File: src/rtl/fsk4_modulator.sv
// Continuous-phase 4-FSK transmitter: 2-bit symbol -> one of four NCO tones -> signed sine samples.
// Latency: sym_load 1 clk after start/boundary; sample_out 1 clk after phase_acc, one sample per clock.
// Backpressure: none; free-running once started, stop honoured only at the next symbol boundary.
//
// Ports:
//   i_clk           system clock, rising edge
//   i_reset         asynchronous active-low reset
//   i_start         1-clk pulse, begins transmission (IDLE only)
//   i_stop          1-clk pulse, ends transmission at the next symbol boundary
//   i_data_in       symbol to send, sampled only at symbol boundaries
//   o_sym_load      1-clk pulse: i_data_in was just captured
//   o_busy          high while transmitting
//   o_sample_valid  o_sample_out carries a live sample
//   o_sample_out    signed sine sample (0 when not valid)
module fsk4_modulator #(
  parameter int          SYMBOL_CLKS = 100,
  parameter int          PHASE_W     = 16,
  parameter int          LUT_AW      = 6,
  parameter int          SAMPLE_W    = 8,
  parameter int unsigned FTW0        = 655,
  parameter int unsigned FTW1        = 1311,
  parameter int unsigned FTW2        = 1966,
  parameter int unsigned FTW3        = 2621
) (
  input  logic                       i_clk,
  input  logic                       i_reset,
  input  logic                       i_start,
  input  logic                       i_stop,
  input  logic [1:0]                 i_data_in,
  output logic                       o_sym_load,
  output logic                       o_busy,
  output logic                       o_sample_valid,
  output logic signed [SAMPLE_W-1:0] o_sample_out
);

  localparam int CNT_W = $clog2(SYMBOL_CLKS);
  localparam logic [CNT_W-1:0] LAST_CNT = CNT_W'(SYMBOL_CLKS - 1);

  typedef enum logic {S_IDLE = 1'b0, S_RUN = 1'b1} state_t;

  state_t                     r_state;
  state_t                     w_state_nxt;
  logic                       w_boundary;
  logic [PHASE_W-1:0]         r_phase_acc;
  logic [CNT_W-1:0]           r_sym_cnt;
  logic [1:0]                 r_sym_reg;
  logic                       r_stop_pend;
  logic                       r_sym_load;
  logic                       r_busy;
  logic                       r_sample_valid;
  logic signed [SAMPLE_W-1:0] r_sample;
  logic [PHASE_W-1:0]         w_ftw;
  logic signed [SAMPLE_W-1:0] w_lut;

  // First quarter of round(127*sin(2*pi*k/64)), k = 0..16; table sized for
  // the 64-entry, 8-bit configuration.
  function automatic logic signed [7:0] quarter(input logic [4:0] i);
    logic signed [7:0] q;
    case (i)
      5'd0:    q = 8'sd0;
      5'd1:    q = 8'sd12;
      5'd2:    q = 8'sd25;
      5'd3:    q = 8'sd37;
      5'd4:    q = 8'sd49;
      5'd5:    q = 8'sd60;
      5'd6:    q = 8'sd71;
      5'd7:    q = 8'sd81;
      5'd8:    q = 8'sd90;
      5'd9:    q = 8'sd98;
      5'd10:   q = 8'sd106;
      5'd11:   q = 8'sd112;
      5'd12:   q = 8'sd117;
      5'd13:   q = 8'sd122;
      5'd14:   q = 8'sd125;
      5'd15:   q = 8'sd126;
      default: q = 8'sd127;
    endcase
    return q;
  endfunction

  // Full cycle from quarter wave: second quarter mirrors the index,
  // second half negates the value.
  function automatic logic signed [7:0] sine_lut(input logic [5:0] idx);
    logic [4:0]        qi;
    logic signed [7:0] mag;
    qi  = idx[4] ? (5'd16 - {1'b0, idx[3:0]}) : {1'b0, idx[3:0]};
    mag = quarter(qi);
    return idx[5] ? -mag : mag;
  endfunction

  assign w_lut = sine_lut(r_phase_acc[PHASE_W-1 -: LUT_AW]);

  always_comb begin
    w_ftw = PHASE_W'(FTW0);
    case (r_sym_reg)
      2'd0:    w_ftw = PHASE_W'(FTW0);
      2'd1:    w_ftw = PHASE_W'(FTW1);
      2'd2:    w_ftw = PHASE_W'(FTW2);
      default: w_ftw = PHASE_W'(FTW3);
    endcase
  end

  always_ff @(posedge i_clk or negedge i_reset) begin
    if (!i_reset) r_state <= S_IDLE;
    else          r_state <= w_state_nxt;
  end

  always_comb begin
    w_state_nxt = r_state;
    w_boundary  = 1'b0;
    case (r_state)
      S_IDLE: if (i_start) w_state_nxt = S_RUN;
      S_RUN: begin
        w_boundary = (r_sym_cnt == LAST_CNT);
        if (w_boundary && r_stop_pend) w_state_nxt = S_IDLE;
      end
      default: w_state_nxt = S_IDLE;
    endcase
  end

  always_ff @(posedge i_clk or negedge i_reset) begin
    if (!i_reset) begin
      r_phase_acc <= '0;
      r_sym_cnt   <= '0;
      r_sym_reg   <= '0;
      r_stop_pend <= 1'b0;
      r_sym_load  <= 1'b0;
      r_busy      <= 1'b0;
    end else begin
      r_sym_load <= 1'b0;
      if (r_state == S_IDLE) begin
        // stop arriving with start is deliberately dropped here
        if (i_start) begin
          r_sym_reg   <= i_data_in;
          r_sym_cnt   <= '0;
          r_phase_acc <= '0;
          r_sym_load  <= 1'b1;
          r_busy      <= 1'b1;
          r_stop_pend <= 1'b0;
        end
      end else begin
        // phase keeps running across boundaries for continuous phase
        r_phase_acc <= r_phase_acc + w_ftw;
        r_sym_cnt   <= r_sym_cnt + CNT_W'(1);
        if (i_stop) r_stop_pend <= 1'b1;
        if (w_boundary) begin
          r_sym_cnt <= '0;
          if (!r_stop_pend) begin
            r_sym_reg  <= i_data_in;
            r_sym_load <= 1'b1;
          end else begin
            r_busy      <= 1'b0;
            r_stop_pend <= 1'b0;
            r_phase_acc <= '0;
          end
        end
      end
    end
  end

  always_ff @(posedge i_clk or negedge i_reset) begin
    if (!i_reset) begin
      r_sample_valid <= 1'b0;
      r_sample       <= '0;
    end else begin
      r_sample_valid <= r_busy;
      r_sample       <= r_busy ? w_lut : '0;
    end
  end

  assign o_sym_load     = r_sym_load;
  assign o_busy         = r_busy;
  assign o_sample_valid = r_sample_valid;
  assign o_sample_out   = r_sample;

endmodule
File: config.mk
export PLATFORM = sky130hd
export DESIGN_NAME = fsk4_modulator
export DESIGN_NICKNAME = d
export VERILOG_FILES = /design/src/rtl/fsk4_modulator.sv
export SDC_FILE = /design/constraint.sdc
export NUM_CORES = 1
export LEC_CHECK = 0
export ABC_CLOCK_PERIOD_IN_PS = 3550
export BUFFER_PORTS_ARGS = -buffer_cell sky130_fd_sc_hd__buf_2
export CORE_UTILIZATION = 26
export DETAILED_ROUTE_END_ITERATION = 12
export GPL_TIMING_DRIVEN = 1
export PLACE_DENSITY = 0.47
export SETUP_SLACK_MARGIN = 0.1
export SYNTH_ARGS = -nofsm -noshare
export SYNTH_HDL_FRONTEND = slang
export SYNTH_SLANG_ARGS = --single-unit
File: constraint.sdc
create_clock -name i_clk -period 3.55 [get_ports i_clk]
set_input_delay 0.71 -clock i_clk [delete_from_list [all_inputs] [get_ports i_clk]]
set_output_delay 0.71 -clock i_clk [all_outputs]
set_load 0.01 [all_outputs]
[Yosys cells after proc, flatten, opt, wreduce, memory -nomap -nowiden]
Memory sizes are Yosys's and may differ from the RTL's.
Cells that the tools add are included.
Storage, ports and cells
  logic and storage cells: 58
  output and inout port bits: 11
  memory bits (read-only): 112
  memories kept: 1
  bits in registers: 38
  input port bits: 6
Operators by class
  equal/unequal tests: 6
  multiplexer cells: 32
  add/subtract/negate cells: 4
  reductions and logical operators: 5
  bitwise operators: 1
Memory list
  (no name shown): depth 16, bits a word 7, rd ports 1, clocked after Yosys merged registers in 0, write ports 0, RTL line 59  | case (i)
Operator list (number)
  16-bit 2-to-1 mux: 4
  12-bit case mux with 3 select lines: 1
  8-bit 2-to-1 mux: 3
  7-bit 2-to-1 mux: 3
  16-bit adder: 1
  1-bit 2-to-1 mux: 15
  2-bit 2-to-1 mux: 4
  8-bit negator: 1
  7-bit by 1-bit adder with 7-bit output (second input constant): 1
  7-bit == test (second input constant): 1
  3-bit AND reduction: 2
  5-bit 2-to-1 mux: 1
  5-bit by 4-bit subtractor with 5-bit output (first input constant): 1
  2-bit by 1-bit inequality test with 1-bit output (second input constant): 2
  2-bit by 1-bit == test with 1-bit output (second input constant): 1
  2-bit == test (second input constant): 1
  2-bit logical NOT: 1
  2-bit inequality test (second input constant): 1
  1-bit case mux with 2 select lines: 1
  2-bit nonzero test: 1
  1-bit logical AND: 1
  1-bit inverter: 1

[Longest topological paths before layout]
Gate-level depths: netlist of the first run.
An unclocked memory read counts as a cell.
  depth after elaboration: 7
  gate-level depth with buffers: 14
  gate-level depth less buffers: 13

[Worst setup path before layout of the first run]
No wires, ideal clock.
  path type: register -> register
  from: reg r_phase_acc[10]
  to: reg r_sample[3] (netlist: o_sample_out[3])
  buffers on the path: 2
  stages on the path, launching flop included: 15
  slack: 0.413 ns
  arrival time: 3.013 ns
  cell sequence: dfrtp_1 buf_2 inv_1 ha_1 mux2i_1 inv_1 ha_1 clkbuf_1 a21oi_1 o21ai_0 a211oi_1 a31oi_1 or2_1 o2111a_1 o31a_1
On the way
  cells in the longest elaborated chain, start to end: 7
RTL lines
  start: declaration: RTL line 44  | logic [PHASE_W-1:0] r_phase_acc;
  start signal: assignment: RTL line 143  | r_phase_acc <= r_phase_acc + w_ftw;
  5-bit by 4-bit subtractor with 5-bit output: RTL line 86  | qi = idx[4] ? (5'd16 - {1'b0, idx[3:0]}) : {1'b0, idx[3:0]};
  5-bit 2-to-1 mux *: RTL line 86
  memory 16 x 7 bit
  8-bit 2-to-1 mux *: RTL line 59
  8-bit negator: RTL line 88  | return idx[5] ? -mag : mag;
  8-bit 2-to-1 mux *: RTL line 88
  8-bit 2-to-1 mux *: RTL line 167  | r_sample <= r_busy ? w_lut : '0;
  end signal: assignment: RTL line 167
  end: declaration: RTL line 51  | logic signed [SAMPLE_W-1:0] r_sample;
Every way passes the cells marked *; elsewhere a longest branch is shown, timed or not.
A chain may end at the register's enable or synchronous reset.

[Worst setup path after layout of the first run]
  from: reg r_phase_acc[10]
  to: reg r_sample[6] (netlist: o_sample_out[6])
The elaborated chain is that of the path after synthesis.

==> summary.md, run 1 <==
| Metric | Value |
|---|---|
| Status | finished clean |
| WS Path Type | flip-flop to flip-flop |
| Worst-Margin Slew | 0.897 ns |
| Synth Area in Adders | 0.111 |
| Setup-failing EPs final | 0 |
| Post-synth EDFFs | 0 |
| Period utilization | 0.862 |
| Gr ovfl total | 0 |
| MaxCap Viol Count | 0 |
| FFs w/ async S/R, synth | 1.00 |
| Num Clock Sinks | 38 |
| Row count | 36 |
| Root buffer cell | clkbuf_8 |
| Most frequent cell after synthesis | dfrtp_1 |
| Slew margin rel. | 0.402 |
| Routed vias | roughly 2100 |
| Yosys top cell area share | 0.356 |
| WL/cell | between 10 and 15 microns |
| Main combinational cell family by area after synthesis | compound AO/OA/AOI/OAI gates |
| TNS Setup | 0 ns |
| Worst Clk Skew | roughly 0.008 ns |
| Die height | 103 microns |
| Core area | just under 10000 sq um |
| XOR/XNOR Fraction of Synth Area | 0.0685 |
| Final instance area | 2970 sq um |
| Yosys cell types | 63 |
| Layout area overhead | 11.3% |
| Tmin final | approximately 3.1 ns |
| Most used DFF post-synth | dfrtp_1 |
| WL final | approximately 6 mm |
| Synth Register Bits | 38 |
| Crit-path cells | inv_1 > ha_1 > nand2b_4 > xor2_1 > nand2b_1 > a21oi_1 > a311oi_1 > ha_1 > inv_1 > o41ai_2 > xnor2_1 > and2_1 |
| Routability congestion estimate | 0.813 |
| Mean Syn Cell Area | 9.36 sq um |
| DRT iter0 DRCs | 76 |
| Sequential area share after synthesis | 0.356 |
| Largest area contributor in the netlist | dfrtp_1 |
| Initial Util | 0.270 |
| Vias in the first global route | about 2100 |
| Hold WC Path Type | flip-flop to flip-flop |
| First-pass GRT wire length | 10.3 mm |
| Crit path capture type | flip-flop |
| RSZ-0062 raised after global routing | no |
| Final Max Slew Viols | 0 |
| Worst-skew pair later-pin latency | 0.29 ns |
| Fraction of layout cells with a size suffix above 1 | 0.147 |
| Clock slew at reported path FFs | ~0.090 ns |
| CP bufs+invs | 2 |
| Detailed placer's ending HPWL | around 4.3 mm |
| Total GRT Usage | 0.126 |
| Die Wd | 103 microns |
| Ys Warns | 0 |
| Number of flip-flops in the largest register | 16 |
| I/O pins | 17 |
| Critical Path Slowest Stage Cell | dfrtp_1 |
| Worst EP arrival | 3.24 ns |
| Fin nets | 327 |
| Pin count of the biggest net entering global routing | 39 |
| CTS buffer count | 5 |
| Top reg by flops | r_phase_acc |
| Simple-gate share of the synthesized area | 0.170 |
| Cts repair resizes | 0 |
| Mapped Nets | ~310 |
| Proportion of synthesized area in mux cells | 0.0197 |
| CP top delay family | compound AO/OA/AOI/OAI gates |
| Synth top area cells | dfrtp_1 36%, ha_1 10%, o21ai_0 5.3% |
| Crit start category | flip-flop |
| CP peak stage delay | 0.38 ns |
| Most common library cells after synthesis | 38 x dfrtp_1, 28 x o21ai_0, 22 x ha_1 |
| H-tree Lvls | 2 |
| Antenna violations before repair | 0 |
| DRC violations left | 0 |
| Max Clk Rate | 327 MHz |
| Max FO, Critical Path | 7 |
| Fin. Hold Viols | 0 |
| Quantity of hold-fixing buffers added after cts | 0 |
| Antenna viol nets, final | 0 |
| Diode count | 0 |
| Compound-Gate Fraction of Synth Area | 0.219 |
| Die area | 10700 sq um |
| Critical path required time | 3.74 ns |
| Post-synthesis cell area | approximately 2700 sq um |
| Drt pass-1 iters | 4 |
| Placed Area | roughly 2900 sq um |
| Vias per inst | 4.91 |
| Post-synthesis instance total | 285 |
| Clock Path Buffers | 2 |
| PortBufs | 16 |
| Post-CTS Setup Bufs | 0 |
| CTS tree | yes |
per-stage QoR:
step	setup WS, ns	hold slack [ns]	utilization	cells
finish	0.491	0.495	0.301	432
global route	0.237	0.528	0.301	432
CTS	0.502	0.503	0.301	432
global placement	0.547	0.477	0.291	424
detailed placement	0.533	0.486	0.291	424
floorplan	0.413	0.414	-	285
path summary, 6_finish.rpt:
kind | cells after the start | from | end | slack, ns
max in group asynchronous | 1 | i_reset | r_sym_reg[1] | 2.46
worst min register to register | 2 | r_phase_acc[8] | r_phase_acc[8] | 0.50
worst min-delay path | 2 | r_phase_acc[8] | r_phase_acc[8] | 0.50
min in group asynchronous | 1 | i_reset | o_sample_out[5] | 0.53
worst max-delay path | 12 | r_phase_acc[10] | o_sample_out[6] | 0.49
worst max register to register | 12 | r_phase_acc[10] | o_sample_out[6] | 0.49
worst min-delay path, cell delays in order, from the launching register on:
cell and delay [ns]:
dfrtp_1 0.36, nand2_1 0.05, o21ai_0 0.06
layout make-up:
type                            instances  area, sq um
Fill cell                            1052         6900
Multi-Input combinational cell        213         1570
Sequential cell                        38          951
Tap cell                              133          166
Timing Repair Buffer                   21          118
Clock buffer                            6         82.6
Inverter                               19         71.3
Clock inverter                          2         12.5
layer usage:
metal | global-route usage | vias up | routed length, microns
met5 | 0 | - | 0
met4 | 0.0509 | 0 | 113
met3 | 0.0228 | 9 | 167
met2 | 0.203 | 36 | 2790
met1 | 0.166 | 1029 | 2900
li1 | - | 1048 | -
layout by cell type (no fill, tap or decap), drive strengths merged, types with 2 or more instances in the layout:
cell type	Yosys	routed
a211o	2	2
mux2i	3	3
or3	2	2
a32o	2	2
nand4	2	2
nor3	5	5
ha	22	22
a21boi	2	2
nor2b	4	4
o31ai	3	3
nor2	16	16
mux2	2	2
a21oi	10	10
inv	19	19
nand4bb	2	2
dfrtp	38	38
nand2	21	21
a21o	6	6
and3	5	5
and2	3	3
xnor2	9	9
nand3	6	6
o2111ai	2	2
nand2b	4	4
a31oi	6	6
buf	7	21
o21ai	29	29
o22ai	3	3
clkbuf	8	6
nor4	4	4
or2	5	5
a211oi	2	2
xor2	11	11
and3b	2	2
cell families after synthesis:
| kind of cell | count (synthesis) |
|---|---|
| muxes | 5 |
| buffers and inverters | 34 |
| AOI/OAI and AO/OA | 83 |
| DFF | 38 |
| and+or+nand+nor | 82 |
| xor gates and xnor gates | 20 |
| adders and majority gates | 23 |
Power of run 1 is not shown: default switching activity piles up to over one toggle a cycle in this logic, so the estimate is an artifact.
==> run 2, diff against run 1 <==
Settings changed: CORE_UTILIZATION 26 to 35, GPL_TIMING_DRIVEN 1 to 0, PLACE_DENSITY 0.47 to 0.57, RECOVER_POWER set to 25.
==> run 2 against run 1 <==
Net effect: the flow now finishes with violations (capacitance limit, slew limit); core utilization is 12 points higher; hold slack got worse by 0.096 ns; fmax down 7.0%; critical path depth rose by 2; non-clock buffer count grew 15; critical path type unchanged.
==> summary.md, run 2 (synthesis results as in run 1) <==
| Metric | Value |
|---|---|
| Status | finished with violations |
| Failing checks | capacitance limit, slew limit |
| Worst r2r src | r_phase_acc[10] |
| Hold WC Path Type | flip-flop to flip-flop |
| Initial Util | 0.366 (+0.0954) |
| CTS buffer count | 5 (unchanged) |
| Setup-failing EPs final | 0 (unchanged) |
| Non-Filler Instances | 413 (-4.4%) |
| Final hold slack | 0.399 ns (-0.0963 ns) |
| Top reg by flops | r_phase_acc |
| Commonest non-fill, non-tap cell in the layout | dfrtp_1 |
| Worst Clk Skew | 0.00363 ns (-0.00460 ns) |
| Row count | 31 (-14%) |
| H-tree Lvls | 2 (unchanged) |
| I/O pins | 17 (unchanged) |
| Period utilization | 0.927 (+0.0653) |
| Antenna viol nets, final | 0 (unchanged) |
| Detailed placer's ending HPWL | 4.02 mm (-6.9%) |
| DRT iter0 DRCs | 83 (+9.2%) |
| Vias in the first global route | 2028 (-1.3%) |
| Worst-skew pair later-pin latency | 0.30 ns (about the same) |
| Num Clock Sinks | 38 (unchanged) |
| Register area | 951 sq um (unchanged) |
| Vias per inst | 5.30 (+8.0%) |
| Quantity of hold-fixing buffers added after cts | 0 (unchanged) |
| Worst EP arrival | 3.47 ns (+0.23 ns) |
| Fin. Hold Viols | 0 (unchanged) |
| Die Wd | 89.3 microns (-14%) |
| Area of the multi-input gates | 1590 sq um (+1.6%) |
| WL final | 5.70 mm (-4.5%) |
| Routability congestion estimate | 0.821 (+0.96%) |
| Slew margin rel. | -0.381 (-0.783) |
| CTS tree | yes |
| Number of flip-flops in the largest register | 16 (unchanged) |
| CP startpoint | r_phase_acc[10] |
| WL/cell | 13.8 microns (-0.11%) |
| Die height | 89.3 microns (-14%) |
| Max FO, Critical Path | 8 (+1) |
| Final Max Slew Viols | 39 (+39) |
| Tmin final | 3.29 ns (+0.232 ns) |
| Routed vias | 2190 (+3.2%) |
| Gr ovfl total | 0 (unchanged) |
| Clock slew at reported path FFs | 0.08 ns (about the same) |
| PortBufs | 16 (unchanged) |
| Max Clk Rate | 304 MHz (-7.0%) |
| Finished Core Util | 0.416 (+0.115) |
| Worst R2R Setup Slack | 0.26 ns (-0.23 ns) |
| Layout area overhead | 13.7% |
| Most frequent cells in the layout | 38 x dfrtp_1, 28 x o21ai_0, 21 x nand2_1, 21 x ha_1 |
| FILL cells | 767 (-27%) |
| Worst-Margin Slew | 2.07 ns (+1.17 ns) |
| Hold Path Origin | o_busy |
| Dpl cells | 400 (-5.7%) |
| Pin count of the biggest net entering global routing | 39 (unchanged) |
| Clock Path Buffers | 2 (unchanged) |
| Fin nets | 342 (+4.6%) |
| Dpl ws | -0.170 ns (-0.703 ns) |
| Crit start category | flip-flop |
| Final WS setup | 0.260 ns (-0.232 ns) |
| Diode count | 0 (unchanged) |
| First-pass GRT wire length | 9.76 mm (-4.8%) |
| Die area | 7970 sq um (-25%) |
| Antenna violations before repair | 0 (unchanged) |
| Total GRT Usage | 0.161 (+0.0355) |
| Crit path capture type | flip-flop |
| RSZ-0062 raised after global routing | no |
| WS Path Type | flip-flop to flip-flop |
| Drt pass-1 iters | 4 (unchanged) |
| MaxCap Viol Count | 1 (+1) |
| Root buffer cell | clkbuf_8 |
| Fraction of layout cells with a size suffix above 1 | 0.169 (+0.0216) |
| Core area | 7290 sq um (-26%) |
| DRC violations left | 0 (unchanged) |
| Critical path required time | 3.73 ns (about the same) |
==> run 2: changes by cell type in the layout (fill, tap and decap cells not counted), moves of 2 or more <==
cell / before / now
inv_1: 19 / 17
buf_6: 0 / 2
clkbuf_1: 0 / 9
buf_4: 5 / 7
==> run 2: through the flow <==
step | TNS, ns | area (sq um)
floorplan | 0 | 2670
global placement | -0.305 | 2870
detailed placement | -0.370 | 2870
CTS | 0 | 3000
global route | 0 | 3030
finish | 0 | 3030
==> run 2: area by class of cell <==
| class | instances | share of cell area |
|---|---|---|
| Multi-Input combinational cell | 213 | 0.525 |
| Tap cell | 99 | 0.0408 |
| Buffer | 15 | 0.0268 |
| Clock inverter | 2 | 0.00412 |
| Inverter | 19 | 0.0247 |
| Clock buffer | 6 | 0.0272 |
| Timing Repair Buffer | 21 | 0.0384 |
| Sequential cell | 38 | 0.313 |
==> run 2: repair_timing <==
item / 4_1_cts / 5_1_grt
resized for setup: 5 / 1
setup endpoints to repair: 5 / 5
pin swaps: 0 / 0
setup buffers: 0 / 5
==> run 2: critical path, stage by stage (launching register included) <==
cell and delay (ns):
dfrtp_1 0.39, buf_4 0.21, clkinvlp_4 0.17, ha_4 0.29
mux2i_4 0.24, inv_2 0.11, ha_1 0.19, clkbuf_1 0.19
a21oi_1 0.17, o21ai_0 0.09, a211oi_1 0.24, a31oi_1 0.08
or2_1 0.27, o2111a_1 0.26, o31a_1 0.28
==> run 2: layer usage <==
metal / vias to the layer above / GRT usage / part of all wire
met5: - / 0 / 0
met2: 59 / 0.260 / 0.47
met4: 0 / 0.0491 / 0.014
met3: 9 / 0.0277 / 0.038
li1: 1076 / - / -
met1: 1046 / 0.221 / 0.48
==> run 2: path summary, 6_finish.rpt <==
check                                   to  depth (start not counted)
min                         o_sample_valid                          0
min reg2reg                 o_sample_valid                          0
max reg2reg                o_sample_out[3]                         14
max                        o_sample_out[3]                         14
min in group asynchronous  r_phase_acc[13]                          1
max in group asynchronous  o_sample_out[3]                          1
Power of run 2 is left out for the same reason.
==> run 3, diff against run 2 <==
Settings changed: CAP_MARGIN set to 20, CORE_UTILIZATION 35 to 61, PLACE_DENSITY 0.57 to 0.86.
==> run 3 against run 2 <==
Net effect: the flow still finishes with violations (capacitance limit, slew limit); setup slack improved by 0.023 ns; via count shrank 0.27%; cell count fell by 12%; hold slack worse by 0.0050 ns; non-clock buffer count down 1; first-iteration DRC count up 110%; critical path depth is the same; register-to-register slack improved by 0.02 ns; wire length down 6.9%; design area down 1.3%; core utilization rose by 32 points; fmax up 0.70%; largest cell class unchanged.
==> summary.md, run 3 (synthesis results as in run 1) <==
| Metric | Value |
|---|---|
| Status | finished with violations |
| Failing checks | capacitance limit, slew limit |
| Final hold slack | 0.394 ns (-0.00503 ns) |
| FILL cells | 288 (-62%) |
| CP top delay family | compound AO/OA/AOI/OAI gates |
| PortBufs | 16 (unchanged) |
| Routability congestion estimate | 0.846 (+3.0%) |
| Most frequent cells in the layout | 38 x dfrtp_1, 28 x o21ai_0, 22 x ha_1 |
| Fraction of layout cells with a size suffix above 1 | 0.163 (-0.00585) |
| Critical path required time | 3.72 ns (about the same) |
| WS Path Type | flip-flop to flip-flop |
| CP startpoint | r_phase_acc[10] |
| Crit path capture type | flip-flop |
| Die Wd | 68.1 microns (-24%) |
| Critical Path Slowest Stage Cell | dfrtp_1 |
| Initial Util | 0.653 (+0.287) |
| Vias in the first global route | 1962 (-3.3%) |
| H-tree Lvls | 2 (unchanged) |
| CP peak stage delay | 0.39 ns (about the same) |
| CP bufs+invs | 4 (unchanged) |
| Root buffer cell | clkbuf_8 |
| I/O pins | 17 (unchanged) |
| Vias per inst | 6.02 (+13%) |
| Routed vias | 2184 (-0.27%) |
| Die height | 68.1 microns (-24%) |
| Crit-path cells | buf_4 > clkinvlp_4 > ha_1 > mux2i_4 > inv_2 > ha_1 > clkbuf_1 > a21oi_1 > o21ai_0 > a211oi_1 > a31oi_1 > or2_1 > o2111a_1 > o31a_1 |
| Hold WC Path Type | flip-flop to flip-flop |
| Area of the multi-input gates | 1580 sq um (-0.79%) |
| Final instance area | 3000 sq um (-1.3%) |
| First-pass GRT wire length | 8.54 mm (-13%) |
| CTS buffer count | 5 (unchanged) |
| Worst reg-to-reg path cell count | 14 (unchanged) |
| Tmin final | 3.27 ns (-0.0230 ns) |
| Max Clk Rate | 306 MHz (+0.70%) |
| CTS tree | yes |
| Worst-Margin Slew | 1.98 ns (-0.0938 ns) |
| Die area | 4640 sq um (-42%) |
| Finished Core Util | 0.733 (+0.317) |
| Placed Area | 2810 sq um (-2.1%) |
| Detailed placer's ending HPWL | 3.87 mm (-3.6%) |
| Number of flip-flops in the largest register | 16 (unchanged) |
| Period utilization | 0.920 (-0.00647) |
| Diode count | 0 (unchanged) |
| Worst-skew pair later-pin latency | 0.29 ns (about the same) |
| Dpl cells | 351 (-12%) |
| Crit start category | flip-flop |
| Fin. Hold Viols | 0 (unchanged) |
| Worst r2r src | r_phase_acc[10] |
| WL/cell | 14.6 microns (+6.0%) |
| Gr ovfl total | 0 (unchanged) |
| Pin count of the biggest net entering global routing | 39 (unchanged) |
| MaxCap Viol Count | 1 (unchanged) |
| Top reg by flops | r_phase_acc |
| Setup-failing EPs final | 0 (unchanged) |
| Hold Path Origin | o_busy |
| Worst R2R Setup Slack | 0.28 ns (+0.02 ns) |
| CP dominant cell by count | ha_1 |
| Layout area overhead | 12.3% |
| Worst EP arrival | 3.44 ns (-0.03 ns) |
| Row count | 23 (-26%) |
| Final Max Slew Viols | 39 (unchanged) |
| Max FO, Critical Path | 8 (unchanged) |
| WL final | 5.31 mm (-6.9%) |
| Slew margin rel. | -0.318 (+0.0625) |
| Clock Path Buffers | 2 (unchanged) |
| Total GRT Usage | 0.249 (+0.0875) |
| Worst Clk Skew | 0.0141 ns (+0.0105 ns) |
| Num Clock Sinks | 38 (unchanged) |
| Non-Filler Instances | 363 (-12%) |
| Core area | 4090 sq um (-44%) |
| DRT iter0 DRCs | 173 (+110%) |
| RSZ-0062 raised after global routing | no |
| Drt pass-1 iters | 4 (unchanged) |
| Register area | 951 sq um (unchanged) |
| Quantity of hold-fixing buffers added after cts | 0 (unchanged) |
| Fin nets | 341 (-0.29%) |
| DRC violations left | 0 (unchanged) |
| Commonest non-fill, non-tap cell in the layout | dfrtp_1 |
| Antenna violations before repair | 0 (unchanged) |
| Clock slew at reported path FFs | 0.09 ns (about the same) |
| Worst r2r dst | o_sample_out[3] |
| Worst hold path cell count | 0 (unchanged) |
| Hold EP | o_sample_valid |
| Antenna viol nets, final | 0 (unchanged) |
run 3: changes by cell type in the layout (fill, tap and decap cells not counted):
cell / before / now
clkinvlp_4: 2 / 1
clkinv_2: 1 / 0
ha_4: 1 / 0
ha_1: 21 / 22
buf_4: 7 / 6
clkbuf_8: 6 / 5
bufinv_16: 0 / 2
clkinv_4: 0 / 1
run 3: worst register-to-register path: stages, from the launching register on:
cell	delay [ns]
dfrtp_1	0.39
buf_4	0.21
clkinvlp_4	0.11
ha_1	0.35
mux2i_4	0.19
inv_2	0.10
ha_1	0.19
clkbuf_1	0.20
a21oi_1	0.19
o21ai_0	0.11
a211oi_1	0.25
a31oi_1	0.06
or2_1	0.27
o2111a_1	0.27
o31a_1	0.27
run 3: routing by layer:
layer	up-vias	wire [microns]	GRT usage
li1	1073	-	-
met1	1054	2430	0.311
met2	55	2630	0.418
met3	2	213	0.0467
met4	0	40	0.0990
met5	-	0	0
run 3: per-stage QoR:
stage               setup TNS [ns]  worst slack, ns
finish                           0            0.283
floorplan                        0            0.413
detailed placement          -0.145           -0.111
global route                     0            0.178
global placement           -0.0497          -0.0497
CTS                              0            0.201
run 3: timing repair:
action | 4_1_cts | 5_1_grt
cloned | 0 | 0
setup endpoints to repair | 3 | 3
pin swaps | 0 | 0
gates resized for setup | 4 | 1
setup buffers | 1 | 3
run 3: area by class of cell:
class / instances / share of cell area
multi-input cells: 213 / 0.527
flip-flops and latches: 38 / 0.317
repair buffers: 20 / 0.0363
plain buffers: 15 / 0.0272
inverters: 19 / 0.0251
clock buffers: 5 / 0.0230
clock inverters: 3 / 0.0230
well taps: 50 / 0.0209
run 3: how the worst max path moves through the flow:
stage | end | depth (start not counted)
2_1_floorplan | o_sample_out[3] | 14
3_5_place_dp | o_sample_out[3] | 14
3_3_place_gp | o_sample_out[3] | 14
6_report | o_sample_out[3] | 14
4_1_cts | o_sample_out[3] | 14
5_1_grt | o_sample_out[3] | 14
Power of run 3 is left out for the same reason.
